$ cat src/rtl/relu_maxpool_stream.sv
// relu_maxpool_stream
//   Streaming ReLU + 2x2/stride-2 max-pool stage that sits behind the conv layer.
//   Pixels arrive one per accepted beat, channel-major and then raster order
//   (row, col) inside each channel. One pooled pixel leaves per 2x2 window, in the
//   same order. Samples are signed fixed point (DATA_W bits, FRAC fractional bits).
//   Pooling and ReLU never rescale, so FRAC only describes the number format.
//
// Ports
//   clk        rising-edge clock
//   rst_n      asynchronous active-low reset
//   in_data    conv output pixel, signed
//   in_valid   in_data is valid
//   in_ready   stage accepts in_data this cycle (= !out_valid | out_ready)
//   out_data   pooled (and optionally ReLU'd) pixel, signed
//   out_valid  out_data is valid
//   out_ready  consumer accepts out_data
//   out_last   with out_valid: last pooled pixel of the last channel of a frame
module relu_maxpool_stream #(
    parameter int DATA_W    = 18,
    parameter int FRAC      = 9,
    parameter int DEPTH     = 32,
    parameter int IN_HEIGHT = 5,
    parameter int IN_WIDTH  = 5,
    parameter int RELU_EN   = 1
) (
    input  logic                     clk,
    input  logic                     rst_n,
    input  logic signed [DATA_W-1:0] in_data,
    input  logic                     in_valid,
    output logic                     in_ready,
    output logic signed [DATA_W-1:0] out_data,
    output logic                     out_valid,
    input  logic                     out_ready,
    output logic                     out_last
);

    localparam int OUT_H = IN_HEIGHT / 2;
    localparam int OUT_W = IN_WIDTH / 2;
    localparam int COL_W = (IN_WIDTH  > 1) ? $clog2(IN_WIDTH)  : 1;
    localparam int ROW_W = (IN_HEIGHT > 1) ? $clog2(IN_HEIGHT) : 1;
    localparam int CH_W  = (DEPTH     > 1) ? $clog2(DEPTH)     : 1;
    localparam int IDX_W = (OUT_W     > 1) ? $clog2(OUT_W)     : 1;

    localparam logic [COL_W-1:0] COL_LAST     = COL_W'(IN_WIDTH - 1);
    localparam logic [ROW_W-1:0] ROW_LAST     = ROW_W'(IN_HEIGHT - 1);
    localparam logic [CH_W-1:0]  CH_LAST      = CH_W'(DEPTH - 1);
    // Last column/row that still belongs to a full 2x2 window; a trailing odd
    // column/row lies beyond these and is counted but otherwise ignored.
    localparam logic [COL_W-1:0] COL_WIN_LAST = COL_W'(2 * OUT_W - 1);
    localparam logic [ROW_W-1:0] ROW_WIN_LAST = ROW_W'(2 * OUT_H - 1);

    if (IN_HEIGHT < 2 || IN_WIDTH < 2 || DEPTH < 1 || FRAC >= DATA_W) begin : g_bad_params
        $error("relu_maxpool_stream: illegal parameter combination");
    end

    function automatic logic signed [DATA_W-1:0] smax(input logic signed [DATA_W-1:0] a,
                                                       input logic signed [DATA_W-1:0] b);
        return (a > b) ? a : b;
    endfunction

    logic [COL_W-1:0]         col_q, col_d;
    logic [ROW_W-1:0]         row_q, row_d;
    logic [CH_W-1:0]          ch_q, ch_d;
    logic signed [DATA_W-1:0] hold_q, hold_d;
    logic signed [DATA_W-1:0] rowbuf_q [OUT_W];
    logic signed [DATA_W-1:0] rowbuf_d [OUT_W];
    logic signed [DATA_W-1:0] out_data_q, out_data_d;
    logic                     out_valid_q, out_valid_d;
    logic                     out_last_q, out_last_d;

    logic                     in_fire;
    logic                     in_window;
    logic [IDX_W-1:0]         buf_idx;
    logic signed [DATA_W-1:0] pair_max;
    logic signed [DATA_W-1:0] win_max;

    assign in_ready  = !out_valid_q || out_ready;
    assign out_data  = out_data_q;
    assign out_valid = out_valid_q;
    assign out_last  = out_last_q;

    always_comb begin
        // NOTE: every variable gets a default before any branch; a path that
        // leaves one unassigned would infer a latch.
        col_d       = col_q;
        row_d       = row_q;
        ch_d        = ch_q;
        hold_d      = hold_q;
        rowbuf_d    = rowbuf_q;
        out_data_d  = out_data_q;
        out_valid_d = out_valid_q;
        out_last_d  = out_last_q;

        in_fire   = in_valid && in_ready;
        in_window = (col_q <= COL_WIN_LAST) && (row_q <= ROW_WIN_LAST);
        buf_idx   = IDX_W'(col_q >> 1);
        pair_max  = smax(hold_q, in_data);
        win_max   = smax(rowbuf_q[buf_idx], pair_max);

        // A transfer empties the output register; a completing beat in the same
        // cycle refills it below.
        if (out_valid_q && out_ready) begin
            out_valid_d = 1'b0;
            out_last_d  = 1'b0;
        end

        if (in_fire) begin
            if (col_q == COL_LAST) begin
                col_d = '0;
                if (row_q == ROW_LAST) begin
                    row_d = '0;
                    ch_d  = (ch_q == CH_LAST) ? '0 : ch_q + 1'b1;
                end else begin
                    row_d = row_q + 1'b1;
                end
            end else begin
                col_d = col_q + 1'b1;
            end

            if (in_window) begin
                if (!col_q[0]) begin
                    hold_d = in_data;
                end else if (!row_q[0]) begin
                    rowbuf_d[buf_idx] = pair_max;
                end else begin
                    out_data_d  = (RELU_EN != 0 && win_max[DATA_W-1]) ? '0 : win_max;
                    out_valid_d = 1'b1;
                    out_last_d  = (ch_q == CH_LAST) && (row_q == ROW_WIN_LAST) &&
                                  (col_q == COL_WIN_LAST);
                end
            end
        end
    end

    // NOTE: state registers use non-blocking assignments so every flop samples
    // pre-edge values regardless of process evaluation order.
    always_ff @(posedge clk or negedge rst_n) begin
        if (!rst_n) begin
            col_q       <= '0;
            row_q       <= '0;
            ch_q        <= '0;
            hold_q      <= '0;
            out_data_q  <= '0;
            out_valid_q <= 1'b0;
            out_last_q  <= 1'b0;
        end else begin
            col_q       <= col_d;
            row_q       <= row_d;
            ch_q        <= ch_d;
            hold_q      <= hold_d;
            out_data_q  <= out_data_d;
            out_valid_q <= out_valid_d;
            out_last_q  <= out_last_d;
        end
    end

    // NOTE: the row buffer has no reset: each entry is written on an even row
    // before the odd row of the same channel reads it.
    always_ff @(posedge clk) begin
        rowbuf_q <= rowbuf_d;
    end

endmodule

$ cat config.mk
export PLATFORM = sky130hd
export DESIGN_NAME = relu_maxpool_stream
export DESIGN_NICKNAME = d
export VERILOG_FILES = /design/src/rtl/relu_maxpool_stream.sv
export SDC_FILE = /design/constraint.sdc
export NUM_CORES = 1
export LEC_CHECK = 0
export CORE_MARGIN = 2
export CORE_UTILIZATION = 64
export CTS_BUF_LIST = sky130_fd_sc_hd__clkbuf_8
export DETAILED_ROUTE_END_ITERATION = 8
export PLACE_DENSITY = 0.95
export SLEW_MARGIN = 10
export SYNTH_ARGS = -nofsm -noshare
export SYNTH_HDL_FRONTEND = slang
export SYNTH_SLANG_ARGS = --single-unit
$ cat constraint.sdc
create_clock -name clk -period 7.7 [get_ports clk]
set_input_delay 1.54 -clock clk [delete_from_list [all_inputs] [get_ports clk]]
set_output_delay 1.54 -clock clk [all_outputs]
set_load 0.05 [all_outputs]
## After elaboration in Yosys (flattened, before gate mapping)

Index checks and enable logic that the tools add are counted.

| word-level totals | value |
|---|---|
| register bits after elaboration | 85 |
| ROM bits | 0 |
| output and inout port bits | 21 |
| memories | 0 |
| bits in latches | 0 |
| input port bits | 22 |
| word-level logic and storage cells | 61 |
| memory bits (writable) | 0 |

| operators by class | value |
|---|---|
| $lt $le $gt $ge | 6 |
| reductions and logical operators | 13 |
| $mul | 0 |
| multiplexer cells | 22 |
| bitwise operators | 3 |
| equal/unequal tests | 5 |
| div/mod/pow operators | 0 |
| add/subtract/negate cells | 3 |
| shifts and indexed selects | 0 |

Operators with widths:

| kind | number |
|---|---|
| $mux W18 | 6 |
| $bwmux W36 | 1 |
| $gt A18 B18 Y1 | 2 |
| $demux W18 S1 | 1 |
| $mux W17 | 1 |
| $mux W1 | 10 |
| $reduce_and A4 Y1 | 2 |
| $add A3 B1 Y3 const B | 2 |
| $eq A3 B2 Y1 const B | 2 |
| $eq A3 B3 Y1 const B | 2 |
| $le A3 B2 Y1 const B | 2 |
| $logic_and A1 B1 Y1 | 6 |
| $mux W3 | 2 |
| $reduce_and A3 Y1 | 2 |
| $add A5 B1 Y5 const B | 1 |
| $eq A5 B5 Y1 const B | 1 |
| $mux W5 | 1 |
| $ge A2 B2 Y1 const B | 1 |
| $lt A2 B1 Y1 const B | 1 |
| $not A1 Y1 | 2 |
| $not A1 Y2 | 1 |
| $reduce_and A2 Y1 | 1 |
| $logic_not A1 Y1 | 1 |
| $logic_or A1 B1 Y1 | 1 |

## Logic depth before layout (Yosys ltp)

Gate-level depths: netlist (run 1).

| depth | value |
|---|---|
| depth after elaboration | 7 |
| gate-level depth with buffers | 23 |

## Least setup slack after synthesis (run 1)

No wires, ideal clock.

| timing | value |
|---|---|
| kind | input to register |
| from | input port in_data[17] |
| to | register out_data_q[6], in the netlist out_data[6] |
| arrival time | 6.081 ns |
| cell stages on the path | 22 |
| path slack | 1.533 ns |
| setup time | 0.086 ns |
| buffers on the path | 4 |
| path through | inv_1 > ha_1 > nand4_4 > nor4_4 > a22oi_2 > and4_4 > nor3b_2 > buf_6 > buf_1 > mux2i_1 > ha_1 > a21o_1 > a21o_1 > a21o_1 > a211oi_1 > o21ai_0 > a31oi_1 > o32ai_2 > or3_1 > buf_6 > buf_6 > o221ai_2 |

| on the way | value |
|---|---|
| longest elaborated chain between the ends | 5 |

Ends and longest elaborated chain:

| what | line | source |
|---|---|---|
| start: declaration | 28 | `input logic signed [DATA_W-1:0] in_data,` |
| $gt A18 B18 Y1 | 58 | `return (a > b) ? a : b;` |
| $mux W18 * | 58 |  |
| $gt A18 B18 Y1 | 58 |  |
| $mux W18 * | 58 |  |
| $mux W17 * | 126 | `out_data_d = (RELU_EN != 0 && win_max[DATA_W-1]) ? '0 : win_max;` |
| end signal: assignment | 151 | `out_data_q <= out_data_d;` |
| end: declaration | 67 | `logic signed [DATA_W-1:0] out_data_q, out_data_d;` |

Mark *: on every way between the ends. The rest lies on a longest branch, timed or not.
A chain may end at the register's enable or synchronous reset.

## Worst setup path in the final report (run 1)

| timing | value |
|---|---|
| from | input port in_data[17] |
| to | register out_data_q[16], in the netlist out_data[16] |

The elaborated chain is that of the path after synthesis.

==> results_dict.tcl, run 1 <==
set metrics [dict create \
    result_of_the_run "complete, no violations" \
    viasPerCell 5.89 \
    number_of_enable_type_register_cells_in_the_synthesized_netlist 36 \
    max_cap_violations 0 \
    hold_endpoint "out_data[8]" \
    wl_per_cell_um 17.6 \
    worst-setup-path-type "in -> reg" \
    post_dp_cell_area_um2 5210 \
    total_wire_length_um 9840 \
    route.detailed.drc 0 \
    fin_nets 519 \
    post_synth_most_frequent_cells "sky130_fd_sc_hd__inv_1, sky130_fd_sc_hd__dfrtp_1, sky130_fd_sc_hd__ha_1" \
    tritoncts "yes" \
    holdBufCountCts 0 \
    net_count_after_synthesis 473 \
    place.port_buffers 41 \
    synthArstFlopShare_pct 57.1 \
    layout.core_utilization_pct 75.8 \
    synth_top_cell_by_area "sky130_fd_sc_hd__dfrtp_1" \
    fin_crit_sh_pct 86.1 \
    multiInputGateArea_um2 2130 \
    worst_hold_path.num_cells 2 \
    finalNonFillerCells 559 \
    clk-insertion-delay-late_ps 370 \
    drt.antenna.violating_nets 0 \
    finalSetupViolations 0 \
    critPathRequiredTime_ps 7890 \
    synthMostInstantiatedCell "sky130_fd_sc_hd__inv_1" \
    yosysUniqueCellTypes 45 \
    initial_standard_cell_utilization_of_the_core_pct 65.6 \
    layout-drive-gt1-share_pct 14.8 \
    io-pin-count 43 \
    grt_pass1_wl_um 16100 \
    final.setup.worst_slack_ps 1070 \
    hold_viol_final 0 \
    synthesis.area_um2 4710 \
    fmax_ghz 0.151 \
    synth_top_area_share_pct 25.5 \
    placement_rows 31 \
    hold_start "out_data[8]" \
    yosys-top-cells-area "sky130_fd_sc_hd__dfrtp_1, sky130_fd_sc_hd__edfxtp_1, sky130_fd_sc_hd__ha_1, sky130_fd_sc_hd__mux2i_1, sky130_fd_sc_hd__mux2_2" \
    crit_path_end_kind "register" \
    worst_setup_path_start_kind "input port" \
    pwr_density_cell_nw_per_um2 399 \
    post-route-cell-area_um2 5440 \
    cts.reportedPaths.clkPinSlew_ps 90 \
    cellLeakagePower_nw 2.53 \
    slew_headroom_pct 38.6 \
    total_number_of_vias 3290 \
    number_of_fillers_in_the_final_layout 456 \
    cts_num_sinks 84 \
    register_area_um2 2280 \
    netlist_instances 409 \
    grt_remaining_overflow 0 \
    globalRouteTotalUtil_pct 25.2 \
    worstReg2RegEnd "out_data[16]" \
    reg2reg_path_depth 18 \
    ff2ff_setup_slack_ps 2370 \
    timing.critical_path.fanout_max 16 \
    min_path_type "reg -> reg" \
    routabilityCongestion 0.919 \
    sum_of_internal_switching_and_leakage_power_mw 2.17 \
    antenna_found_initial 0 \
    grt_pass1_vias 3414 \
    ir_drop_v 0.000203 \
    sequential_element_share_of_the_synthesized_area_pct 48.5 \
    synth_area_per_cell_um2 11.5 \
    cts_htree_levels 3 \
    totalNegativeSetupSlack_ps 0 \
    clk_path_buf_depth 2 \
    tritoncts.num_buffers 9 \
    layout-area-overhead-vs-synth_pct 15.6 \
    crit-reg2reg-launch "hold_q[17]" \
    synth_top_flop_cell "sky130_fd_sc_hd__dfrtp_1" \
    core-area_um2 7180 \
    antenna_cells 0 \
    timing.final.max_slew_violations 0 \
    grt_setup_unrepaired "false" \
    clock-root-buffer "sky130_fd_sc_hd__clkbuf_8" \
    post-dp-hpwl_um 7040 \
    post_cts_buffers 0 \
    ctsResizeCount 0 \
    worst-slew-pin-transition_ps 921 \
    period_needed_ps 6630 \
    post-place-ws_ps 767 \
    worst_hold_slack_ps 506 \
    drt_iter0_drc 194 \
    grt_max_degree 49 \
    die_y_um 89.8 \
    floorplan.die.width_um 89.8 \
    critical_path_arrival_ps 6820 \
    timing.clock.skew_ps 15.4 \
    drtPass1Iterations 4 \
    ys_ff_latch 84 \
    yosys_warnings 0 \
    die_area_um2 8060 \
    place_inst 543 \
]
-- worst max-delay path: stages --
cell and delay, ps:
sky130_fd_sc_hd__clkdlybuf4s50_1 470, sky130_fd_sc_hd__inv_1 50, sky130_fd_sc_hd__ha_1 400, sky130_fd_sc_hd__nand4_4 170, sky130_fd_sc_hd__nor4_4 350, sky130_fd_sc_hd__a22oi_2 120, sky130_fd_sc_hd__and4_4 220, sky130_fd_sc_hd__nor3b_4 230
sky130_fd_sc_hd__buf_4 240, sky130_fd_sc_hd__mux2i_1 400, sky130_fd_sc_hd__ha_1 320, sky130_fd_sc_hd__a21o_1 170, sky130_fd_sc_hd__a21o_1 170, sky130_fd_sc_hd__a21o_1 170, sky130_fd_sc_hd__a211oi_1 220, sky130_fd_sc_hd__o21ai_0 130
sky130_fd_sc_hd__a31oi_1 260, sky130_fd_sc_hd__o311a_1 270, sky130_fd_sc_hd__or3_1 660, sky130_fd_sc_hd__o221ai_1 250
-- power breakdown --
part / internal [mW] / switching, mW
registers: 0.624 / 0.0858
logic: 0.450 / 0.661
clock network: 0.191 / 0.160
total: 1.27 / 0.907
-- cell usage in the layout (no fill, tap or decap), types with 13 or more instances in the layout --
cell	instances
sky130_fd_sc_hd__a21oi_1	16
sky130_fd_sc_hd__clkdlybuf4s50_1	40
sky130_fd_sc_hd__dfrtp_1	48
sky130_fd_sc_hd__edfxtp_1	36
sky130_fd_sc_hd__ha_1	42
sky130_fd_sc_hd__inv_1	60
sky130_fd_sc_hd__mux2_2	25
sky130_fd_sc_hd__mux2i_1	30
sky130_fd_sc_hd__nand2_1	31
sky130_fd_sc_hd__nor2_1	13
sky130_fd_sc_hd__o21ai_0	19
-- state kept, by name (all words and copies together), names as in the netlist --
name,cells
rowbuf_q,36
hold_q,18
out_data,17
ch_q,5
col_q,3
row_q,3
out_last,1
out_valid,1
-- layer usage --
layer / part of all wire [%] / routed length, um / vias up / global-route usage (%)
met5: 0 / 0 / - / 0
met4: 2.1 / 202 / 0 / 11.5
met3: 4.5 / 439 / 19 / 4.27
met2: 50 / 4930 / 94 / 42.6
met1: 43 / 4260 / 1622 / 32.1
li1: - / - / 1555 / -
-- logic make-up after synthesis --
kind of cell               after synthesis  share of synthesized area [%]
xor gates and xnor gates                 1                          0.186
other                                    1                         0.0796
buffers and inverters                   72                           6.38
and+or+nand+nor                         78                           8.80
adders and majority gates               42                           11.2
DFF                                     84                           48.5
AOI/OAI and AO/OA                       75                           12.1
muxes                                   56                           12.8
-- final cells by class --
cell class / count / share of cell area, %
clock buffers: 10 / 2.53
inverters: 60 / 4.14
well taps: 99 / 2.28
flip-flops and latches: 84 / 41.9
clock inverters: 6 / 1.61
multi-input cells: 253 / 39.2
repair buffers: 47 / 8.32
-- worst max-delay path by stage --
stage                     start            to  slack (ps)  cells past startpoint
floorplan           in_data[17]   out_data[6]        1530                     22
global placement    in_data[17]   out_data[1]         900                     20
detailed placement  in_data[17]  out_data[16]         770                     20
CTS                 in_data[17]  out_data[16]        1140                     20
global route        in_data[17]   out_data[2]         670                     20
finish              in_data[17]  out_data[16]        1070                     20
Note: power is estimated with default switching activity, not from simulation.
==> run 2, diff against run 1 <==
--- a/config.mk
+++ b/config.mk
@@ -14,3 +14,4 @@
 export SYNTH_ARGS = -nofsm -noshare
 export SYNTH_HDL_FRONTEND = slang
 export SYNTH_SLANG_ARGS = --single-unit
+export TNS_END_PERCENT = 10
==> results of run 2 <==
Same layout as run 1: the final DEF is identical, and so are final timing and power.
==> run 3, diff against run 2 <==
--- a/config.mk
+++ b/config.mk
@@ -6,10 +6,10 @@
 export NUM_CORES = 1
 export LEC_CHECK = 0
 export CORE_MARGIN = 2
-export CORE_UTILIZATION = 64
+export CORE_UTILIZATION = 60
 export CTS_BUF_LIST = sky130_fd_sc_hd__clkbuf_8
 export DETAILED_ROUTE_END_ITERATION = 8
-export PLACE_DENSITY = 0.95
+export PLACE_DENSITY = 0.92
 export SLEW_MARGIN = 10
 export SYNTH_ARGS = -nofsm -noshare
 export SYNTH_HDL_FRONTEND = slang
==> constraint.sdc (replaced) <==
create_clock -name clk -period 6.3 [get_ports clk]
set_input_delay 1.26 -clock clk [delete_from_list [all_inputs] [get_ports clk]]
set_output_delay 1.26 -clock clk [all_outputs]
set_load 0.05 [all_outputs]
==> run 3 against run 2 <==
Against the previous run: clock skew is 3.2 ps lower; largest cell class unchanged; via count is 0.88% higher; cell area is 0.32% lower; combinational power is 21% higher; setup slack worse by 740 ps; wire length is 4.3% lower; register-to-register slack worse by 1000 ps.
==> results_dict.tcl, run 3 (synthesis results as in run 1) <==
set metrics [dict create \
    result_of_the_run "complete, no violations" \
    crit_slowest_cell "sky130_fd_sc_hd__clkdlybuf4s50_1" \
    total_wire_length_um 9410 \
    io-pin-count 43 \
    sum_of_internal_switching_and_leakage_power_mw 2.55 \
    ff2ff_setup_slack_ps 1370 \
    floorplan.die.width_um 92.6 \
    wl_per_cell_um 16.6 \
    timing.clock.skew_ps 12.2 \
    worst-slew-pin-transition_ps 963 \
    layout-area-overhead-vs-synth_pct 15.2 \
    clk-insertion-delay-late_ps 360 \
    worst_setup_path_start_kind "input port" \
    cp_top_family "simple AND/OR/NAND/NOR gates" \
    drt_iter0_drc 289 \
    top_layer "met4" \
    period_needed_ps 5970 \
    hold_start "out_data[8]" \
    switching_power_mw 1.08 \
    power_frac_clock_pct 12.8 \
    routabilityCongestion 0.830 \
    fin_crit_sh_pct 94.8 \
    finalNonFillerCells 568 \
    tritoncts.num_buffers 9 \
    post_dp_cell_area_um2 5260 \
    fmax_ghz 0.167 \
    switching_share_pct 42.3 \
    grt_pass1_wl_um 15400 \
    timing.critical_path.cells "clkdlybuf4s50_1 -> inv_1 -> ha_1 -> nand4_4 -> nor4_4 -> a22oi_2 -> and4_4 -> nor3b_4 -> buf_4 -> mux2i_1 -> ha_1 -> and4_1 -> a21oi_1 -> nand2_1 -> a21oi_1 -> o21ai_0 -> a31oi_1 -> o32ai_2 -> or3_1 -> buf_4 -> o221ai_1" \
    seq_pwr_share_pct 34.6 \
    max_cap_violations 0 \
    cts_num_sinks 84 \
    ir_drop_v 0.000289 \
    internal_power_mw 1.47 \
    placement_rows 32 \
    critical_path.max_stage_delay_ps 480 \
    largest_register "rowbuf_q" \
    viasPerCell 5.84 \
    crit_path_end_kind "register" \
    critPathRequiredTime_ps 6570 \
    worstReg2RegEnd "out_data[16]" \
    antenna_found_initial 0 \
    worst-path-buf-inv 4 \
    place_inst 552 \
    layout-drive-gt1-share_pct 15.5 \
    hold_endpoint "out_data[8]" \
    grt_max_degree 49 \
    grt_pass1_vias 3320 \
    min_path_type "reg -> reg" \
    slew_headroom_pct 35.8 \
    grt_remaining_overflow 0 \
    die_area_um2 8570 \
    holdBufCountCts 0 \
    timing.critical_path.fanout_max 11 \
    fin_nets 525 \
    antenna_cells 0 \
    wl_met3_um 524 \
    cellLeakagePower_nw 2.54 \
    core-area_um2 7650 \
    cts.reportedPaths.clkPinSlew_ps 90 \
    drtPass1Iterations 6 \
    final_common_cell "sky130_fd_sc_hd__inv_1" \
    grt_setup_unrepaired "false" \
    clk_path_buf_depth 2 \
    clock-root-buffer "sky130_fd_sc_hd__clkbuf_8" \
    max_reg_flops 36 \
    layout_common_cells "sky130_fd_sc_hd__inv_1, sky130_fd_sc_hd__dfrtp_1, sky130_fd_sc_hd__ha_1" \
    totalNegativeSetupSlack_ps 0 \
    drt.antenna.violating_nets 0 \
    ctsResizeCount 0 \
    globalRouteTotalUtil_pct 23.7 \
    die_y_um 92.6 \
    post-dp-hpwl_um 6920 \
    detail_route.wirelength.met1_um 4090 \
    initial_standard_cell_utilization_of_the_core_pct 61.6 \
    finalSetupViolations 0 \
    met2_wirelength_um 4570 \
    total_number_of_vias 3319 \
    tritoncts "yes" \
    reg2reg_path_depth 19 \
    post-route-cell-area_um2 5420 \
    route.detailed.drc 0 \
    hold_viol_final 0 \
    place.port_buffers 41 \
    crit-reg2reg-launch "hold_q[17]" \
    worst_hold_path.num_cells 2 \
    worst-setup-path-type "in -> reg" \
    pwr_density_cell_nw_per_um2 470 \
    combinationalPowerShare_pct 52.6 \
    timing.final.max_slew_violations 0 \
    post_cts_buffers 0 \
    cts_htree_levels 3 \
    critical_path_arrival_ps 6240 \
]
==> run 3: cell count changes in the layout (fill, tap and decap cells not counted) <==
cell	before	now
sky130_fd_sc_hd__buf_4	7	13
sky130_fd_sc_hd__bufinv_16	2	0
sky130_fd_sc_hd__clkinv_4	2	0
sky130_fd_sc_hd__inv_1	60	62
sky130_fd_sc_hd__inv_4	0	2
sky130_fd_sc_hd__clkbuf_8	10	9
sky130_fd_sc_hd__clkinv_2	2	3
==> run 3: layout make-up <==
cell class | instances | area [um2]
fillers | 523 | 2220
clock inverters | 7 | 35.0
multi-input cells | 253 | 2130
clock buffers | 9 | 124
inverters | 60 | 225
flip-flops and latches | 84 | 2280
repair buffers | 53 | 498
well taps | 102 | 128
==> run 3: tightest hold or removal path, cell delays in order (launching register included) <==
cell and delay, ps:
sky130_fd_sc_hd__dfrtp_1 350, sky130_fd_sc_hd__nand2_1 60, sky130_fd_sc_hd__o221ai_2 50
==> run 3: power groups by stage <==
stage / clock network [mW] / logic (mW) / registers, mW
2_1_floorplan: 0 / 0.881 / 0.960
3_3_place_gp: 0 / 1.26 / 0.882
3_5_place_dp: 0 / 1.33 / 0.893
4_1_cts: 0.330 / 1.34 / 0.881
5_1_grt: 0.353 / 1.48 / 0.900
6_report: 0.326 / 1.34 / 0.882
==> run 3: how the worst max path moves through the flow <==
stage,startpoint,end,slack [ps],cells past startpoint
after floorplan,in_data[17],out_data[6],410,22
after global placement,in_data[13],out_data[9],260,21
after detailed placement,in_data[17],out_data[5],90,21
after CTS,in_data[17],out_data[5],430,21
after global routing,in_data[17],out_data[5],40,21
final,in_data[17],out_data[16],330,21
==> run 3: routing by layer <==
layer,vias to the layer above,GRT usage [%]
met4,0,11.8
met5,-,0
li1,1579,-
met2,124,40.5
met3,22,3.91
met1,1594,29.2
==> run 3: metrics by stage <==
stage / hold WS (ps) / worst slack [ps] / util (%)
after floorplan: 465 / 413 / -
after global placement: 481 / 264 / 68.8
after detailed placement: 476 / 86.8 / 68.8
after CTS: 503 / 432 / 70.9
after global routing: 522 / 35.2 / 70.9
final: 499 / 327 / 70.9
